===== src/rtl/bin2bcd_seq.sv =====
// bin2bcd_seq: sequential double-dabble binary-to-BCD converter.
// Feeds the four-digit seven-segment multiplexer; results are held between
// conversions so the display never shows intermediate working values.
module bin2bcd_seq #(
  parameter int unsigned W = 14
) (
  input  logic         clk,
  input  logic         reset,
  input  logic         start,
  input  logic [W-1:0] bin,
  output logic         ready,
  output logic         done_tick,
  output logic         ovf,
  output logic [3:0]   bcd3,
  output logic [3:0]   bcd2,
  output logic [3:0]   bcd1,
  output logic [3:0]   bcd0
);

  localparam int unsigned DW = 20;              // five working BCD digits
  localparam int unsigned CW = $clog2(W + 1);   // iteration counter width

  typedef enum logic [1:0] {IDLE, OP, DONE} state_t;

  state_t          state;
  logic [W-1:0]    sr;
  logic [DW-1:0]   d;
  logic [CW-1:0]   cnt;

  logic [DW-1:0]   d_adj;
  logic [DW+W-1:0] cat_c;
  logic [DW-1:0]   d_next;
  logic [W-1:0]    sr_next;
  logic            ovf_c;

  // Add-3 correction on every working digit that is 5 or more
  always_comb begin
    d_adj = d;
    for (int i = 0; i < 5; i++) begin
      if (d[4*i +: 4] >= 4'd5)
        d_adj[4*i +: 4] = d[4*i +: 4] + 4'd3;
    end
  end

  // One double-dabble step: shift {digits, binary} left, binary MSB into d0
  always_comb begin
    cat_c   = {d_adj, sr} << 1;
    d_next  = cat_c[DW+W-1:W];
    sr_next = cat_c[W-1:0];
  end

  // Values beyond four decimal digits saturate the display at 9999
  always_comb begin
    ovf_c = (d[19:16] != 4'd0) || (d[15:0] > 16'h9999);
  end

  // Control FSM, working registers and registered result outputs
  always_ff @(posedge clk or posedge reset) begin
    if (reset) begin
      state     <= IDLE;
      sr        <= '0;
      d         <= '0;
      cnt       <= '0;
      ready     <= 1'b1;
      done_tick <= 1'b0;
      ovf       <= 1'b0;
      bcd3      <= 4'd0;
      bcd2      <= 4'd0;
      bcd1      <= 4'd0;
      bcd0      <= 4'd0;
    end else begin
      done_tick <= 1'b0;
      case (state)
        IDLE: begin
          ready <= 1'b1;
          if (start) begin
            sr    <= bin;
            d     <= '0;
            cnt   <= CW'(W);
            ready <= 1'b0;
            state <= OP;
          end
        end
        OP: begin
          d   <= d_next;
          sr  <= sr_next;
          cnt <= cnt - CW'(1);
          if (cnt == CW'(1))
            state <= DONE;
        end
        DONE: begin
          if (ovf_c) begin
            bcd3 <= 4'd9;
            bcd2 <= 4'd9;
            bcd1 <= 4'd9;
            bcd0 <= 4'd9;
            ovf  <= 1'b1;
          end else begin
            bcd3 <= d[15:12];
            bcd2 <= d[11:8];
            bcd1 <= d[7:4];
            bcd0 <= d[3:0];
            ovf  <= 1'b0;
          end
          done_tick <= 1'b1;
          ready     <= 1'b1;
          state     <= IDLE;
        end
        default: begin
          ready <= 1'b1;
          state <= IDLE;
        end
      endcase
    end
  end

endmodule


===== config.mk =====
export PLATFORM = sky130hd
export DESIGN_NAME = bin2bcd_seq
export DESIGN_NICKNAME = d
export VERILOG_FILES = /design/src/rtl/bin2bcd_seq.sv
export SDC_FILE = /design/constraint.sdc
export NUM_CORES = 1
export LEC_CHECK = 0
export BUFFER_PORTS_ARGS = -buffer_cell sky130_fd_sc_hd__buf_2
export CAP_MARGIN = 20
export CORE_MARGIN = 2
export CORE_UTILIZATION = 38
export CTS_CLUSTER_SIZE = 16
export DETAILED_ROUTE_END_ITERATION = 7
export SETUP_SLACK_MARGIN = 0.1
export SYNTH_ARGS = -nofsm -noshare
export SYNTH_HDL_FRONTEND = slang
export SYNTH_SLANG_ARGS = --single-unit

===== constraint.sdc =====
create_clock -name clk -period 2.05 [get_ports clk]
set_clock_uncertainty 0.2 [all_clocks]
set_input_delay 0.3075 -clock clk [delete_from_list [all_inputs] [get_ports clk]]
set_output_delay 0.3075 -clock clk [all_outputs]
set_load 0.03 [all_outputs]

=== Yosys cells after proc, flatten, opt, wreduce, memory -nomap -nowiden ===
Index checks and enable logic that the tools add are counted.
W data, S select, Z words.

* Eq/ne operators: 5
* Multiplexer cells: 22
* Reduce and logical (&&, ||, !) cells: 6
* Add/subtract/negate cells: 6
* Order comparisons: 6

{| class="wikitable"
|+ Operator list
! cell !! number
|-
| $pmux W20 S2 || 1
|-
| $mux W4 || 9
|-
| $pmux W14 S2 || 1
|-
| $ge A4 B3 Y1 const B || 5
|-
| $mux W20 || 1
|-
| $add A4 B2 Y4 const B || 4
|-
| $gt A16 B16 Y1 const B || 1
|-
| $mux W14 || 1
|-
| $pmux W4 S2 || 1
|-
| $eq A4 B1 Y1 const B || 1
|-
| $mux W2 || 2
|-
| $ne A2 B2 Y1 const B || 2
|-
| $pmux W2 S2 || 1
|-
| $reduce_and A2 Y1 || 2
|-
| $reduce_bool A4 Y1 || 1
|-
| $sub A4 B1 Y4 const B || 1
|-
| $add A3 B2 Y3 const B || 1
|-
| $mux W1 || 3
|-
| $mux W3 || 1
|-
| $eq A2 B1 Y1 const B || 1
|-
| $eq A2 B2 Y1 const B || 1
|-
| $logic_not A2 Y1 || 1
|-
| $pmux W1 S2 || 1
|-
| $reduce_bool A2 Y1 || 1
|-
| $logic_or A1 B1 Y1 || 1
|}

* Flip-flop bits (word level): 59
* Word-level logic and storage cells: 56
* Input bits: 17

=== Depth between registers and ports, before layout ===
* Word-level depth: 3
* Gate-level depth with buffers: 7
* Depth with buffers taken out: 6

=== Worst setup path before layout ===
No wires, ideal clock.

* Kind: register -> register
* From: reg d[13]
* To: reg bcd3[1]
* Setup time: 126 ps
* Period minus slack after synthesis: 1910 ps
* Data required time: 1724 ps
* Data arrival time: 1584 ps
* Path slack: 140 ps
* Stages on the path, launching flop included: 8
* Cell sequence: dfrtp_1 -> inv_1 -> ha_1 -> nand4_1 -> nor3_1 -> a211oi_2 -> buf_4 -> a221o_1

* Longest elaborated chain between the ends: 3

{| class="wikitable"
|+ RTL lines
! what !! RTL line !! RTL
|-
| start: declaration || 27 || <nowiki>logic [DW-1:0] d;</nowiki>
|-
| start signal: assignment || 85 || <nowiki>d <= d_next;</nowiki>
|-
| $gt A16 B16 Y1 || 54 || <nowiki>ovf_c = (d[19:16] != 4'd0) || (d[15:0] > 16'h9999);</nowiki>
|-
| $logic_or A1 B1 Y1 || 54 ||
|-
| $mux W4 (*) || 92 || <nowiki>if (ovf_c) begin</nowiki>
|-
| end signal: assignment || 99 || <nowiki>bcd3 <= d[15:12];</nowiki>
|-
| end: declaration || 14 || <nowiki>output logic [3:0] bcd3,</nowiki>
|}

Mark *: on every way between the ends. The rest lies on a longest branch, timed or not.
A chain may end at the register's enable or synchronous reset.

=== Final worst setup path ===
* From: reg d[5]
* To: reg bcd2[0]

* Longest elaborated chain between the ends: 3

{| class="wikitable"
|+ RTL lines
! what !! RTL line !! RTL
|-
| $gt A16 B16 Y1 || 54 ||
|-
| $logic_or A1 B1 Y1 || 54 ||
|-
| $mux W4 || 92 ||
|-
| end signal: assignment || 100 || <nowiki>bcd2 <= d[11:8];</nowiki>
|-
| end: declaration || 15 || <nowiki>output logic [3:0] bcd2,</nowiki>
|}

Every way passes these cells.

==> results.sh <==
export IMPL_initialDrtViolationCount=126
export IMPL_startpoint_type="register"
export IMPL_relSlewSlack_pct=68.5
export IMPL_reg2reg_to="bcd2[0]"
export IMPL_syn_inst=311
export IMPL_period_needed_ns=1.96
export IMPL_end_kind="register"
export IMPL_diodes=0
export IMPL_place_gp_congestion=0.804
export IMPL_postRouteAntennaNets=0
export IMPL_placed_area_um2=3380
export IMPL_cp_max_fo=4
export IMPL_worstMarginPinSlew_ns=0.470
export IMPL_crit_required_ns=2.06
export IMPL_cts_root_buf="clkbuf_8"
export IMPL_finalHoldViolCount=0
export IMPL_power_mw=5.96
export IMPL_grt_max_degree=60
export IMPL_clkTransAtPathRegs_ns=0.07
export IMPL_routed_via_density=5.19
export IMPL_critPathLaunch="d[5]"
export IMPL_hold_start="bin[1]"
export IMPL_yosysUniqueCellTypes=45
export IMPL_drv_cap=0
export IMPL_antenna_found_initial=0
export IMPL_crit_arrival_ns=1.97
export IMPL_synth_warning_count=0
export IMPL_drt_met1_wl_um=3230
export IMPL_postSynthAreaPerCell_um2=9.62
export IMPL_min_path_cells=3
export IMPL_dp_slack_ns=0.0597
export IMPL_yosys_register_bits=59
export IMPL_synth_area_um2=2990
export IMPL_die_y_um=92.7
export IMPL_r2r_start="d[5]"
export IMPL_utilization_pct=49.4
export IMPL_power_density_nw_per_um2=1570
export IMPL_grt_pass1_wl_um=11300
export IMPL_final_cell_mix="56 x dfrtp_1, 38 x nand2_1, 35 x buf_2"
export IMPL_clock_path_buffers=2
export IMPL_rsz0062_at_grt="true"
export IMPL_r2r_slack_ns=0.09
export IMPL_hold_path_class="in2reg"
export IMPL_route_met3_wl_um=279
export IMPL_wl_um=6630
export IMPL_grt_usage_pct=16.8
export IMPL_fin_crit_sh_pct=95.4
export IMPL_io_buffers=35
export IMPL_htree_num_levels=3
export IMPL_die_area_um2=8600
export IMPL_fin_area_um2=3800
export IMPL_slew_viol_final=0
export IMPL_dr_pass1_iters=4
export IMPL_cts_tree="yes"
export IMPL_synth_edf_count=0
export IMPL_core_um2=7690
export IMPL_wl_met2_um=3090
export IMPL_final_common_cell="dfrtp_1"
export IMPL_setup_viol=0
export IMPL_drive_above_1_share_pct=32.9
export IMPL_num_vias=2454
export IMPL_setup_slack_ns=0.0946
export IMPL_async_flop_share_pct=100
export IMPL_area_growth_pct=26.9
export IMPL_num_nets_final=396
export IMPL_syn_nets=341
export IMPL_fmax_mhz=511
export IMPL_wl_per_cell_um=14.0
export IMPL_dr_max_layer_used="met4"
export IMPL_min_to="sr[1]"
export IMPL_vdd_drop_max_mv=0.660
export IMPL_die_width_um=92.7
export IMPL_status="completed"
export IMPL_ff2ff_path_depth=6
export IMPL_boundaryPins=36
export IMPL_finalSetupTns_ns=0
export IMPL_hpwl_um=4260
export IMPL_cts_buffers=9
export IMPL_clkLatencyLatePin_ns=0.33
export IMPL_clkSinkCount=59
export IMPL_synth_seq_area_share_pct=49.4
export IMPL_ys_flop_type="dfrtp_1"
export IMPL_drc=0
export IMPL_rows=32
export IMPL_power_leakage_nw=1.61
export IMPL_grt_ovfl_total=0
export IMPL_initial_core_util_pct=38.9
export IMPL_worstSetupPathType="reg2reg"
export IMPL_grt_pass1_vias=2431
## power breakdown
group / switching [mW] / internal, mW
clock network: 0.454 / 0.681
logic: 1.54 / 1.19
registers: 0.415 / 1.67
## worst max-delay path by stage
stage                          to  slack (ns)  cells past startpoint
after floorplan           bcd3[1]        0.14                      7
after global placement    bcd0[1]        0.08                      7
after detailed placement  bcd0[1]        0.06                      7
after CTS                 bcd2[3]        0.11                      6
after global routing      bcd2[1]        0.02                      5
final                     bcd2[0]        0.09                      6
## what timing repair did
| item | in CTS | in global routing |
|---|---|---|
| gates resized for setup | 4 | 30 |
| endpoints found under the hold margin | 60 | 0 |
| buffers inserted | 0 | 3 |
| pin swaps | 0 | 4 |
| endpoints found under the setup margin | 8 | 21 |
| hold buffers | 3 | 0 |
| cloned | 0 | 3 |
## synthesized netlist by cell type (5+ instances only)
cell type  number  area, um2
nand2_1        38        143
a31oi_1        13       81.3
nand2b_1        7       43.8
nor3b_1         6       45.0
nand3_1        13       65.1
xnor2_1         6       52.6
o21ai_0        34        170
ha_1           13        163
buf_2           6       30.0
dfrtp_1        58       1450
clkbuf_1       10       37.5
nor4_1          5       31.3
nor3_1          6       30.0
a21oi_1        10       50.1
nor2_1         24       90.1
inv_1          13       48.8
## per-layer routing
| layer | vias to the layer above | GRT usage [%] |
|---|---|---|
| li1 | 1216 | - |
| met1 | 1172 | 22.6 |
| met2 | 62 | 25.6 |
| met3 | 4 | 5.53 |
| met4 | 0 | 5.27 |
| met5 | - | 0 |
## stage by stage
| step | instances | hold WS (ns) |
|---|---|---|
| floorplan | 311 | 0.207 |
| global placement | 448 | 0.216 |
| detailed placement | 448 | 0.220 |
| CTS | 467 | 0.00197 |
| global route | 473 | 0.0209 |
| finish | 473 | 0.0319 |
## cell families after synthesis
| kind of cell | after synthesis | synth area share [%] |
|---|---|---|
| multiplexers | 5 | 1.84 |
| XOR/XNOR | 6 | 1.76 |
| adder cells (fa/ha/maj) | 13 | 5.43 |
| AND/OR/NAND/NOR | 112 | 18.8 |
| flip-flops | 59 | 49.4 |
| buffers and inverters | 35 | 5.31 |
| AO/OA/AOI/OAI | 81 | 17.5 |
## registers in the layout (all words and copies together) (netlist names)
| name | flops |
|---|---|
| ready | 1 |
| bcd0 | 4 |
| cnt | 4 |
| bcd3 | 4 |
| bcd2 | 4 |
| ovf | 1 |
| done_tick | 1 |
| state | 2 |
| sr | 14 |
| d | 20 |
| bcd1 | 4 |
## area by class of cell
type,count,area (um2)
clock buffer,11,131
inverter,14,57.6
clock inverter,5,77.6
timing repair buffer,63,422
multi-input combinational,219,1500
tap,102,128
fill,726,3890
sequential,59,1480
## worst max-delay path, stage by stage, from the launching register on
cell and delay (ns):
dfrtp_1 0.40, inv_2 0.06, ha_2 0.16, nand4b_1 0.18, or3b_2 0.58, nor4_2 0.18
a211oi_1 0.08
Note: power is estimated with default switching activity, not from simulation.
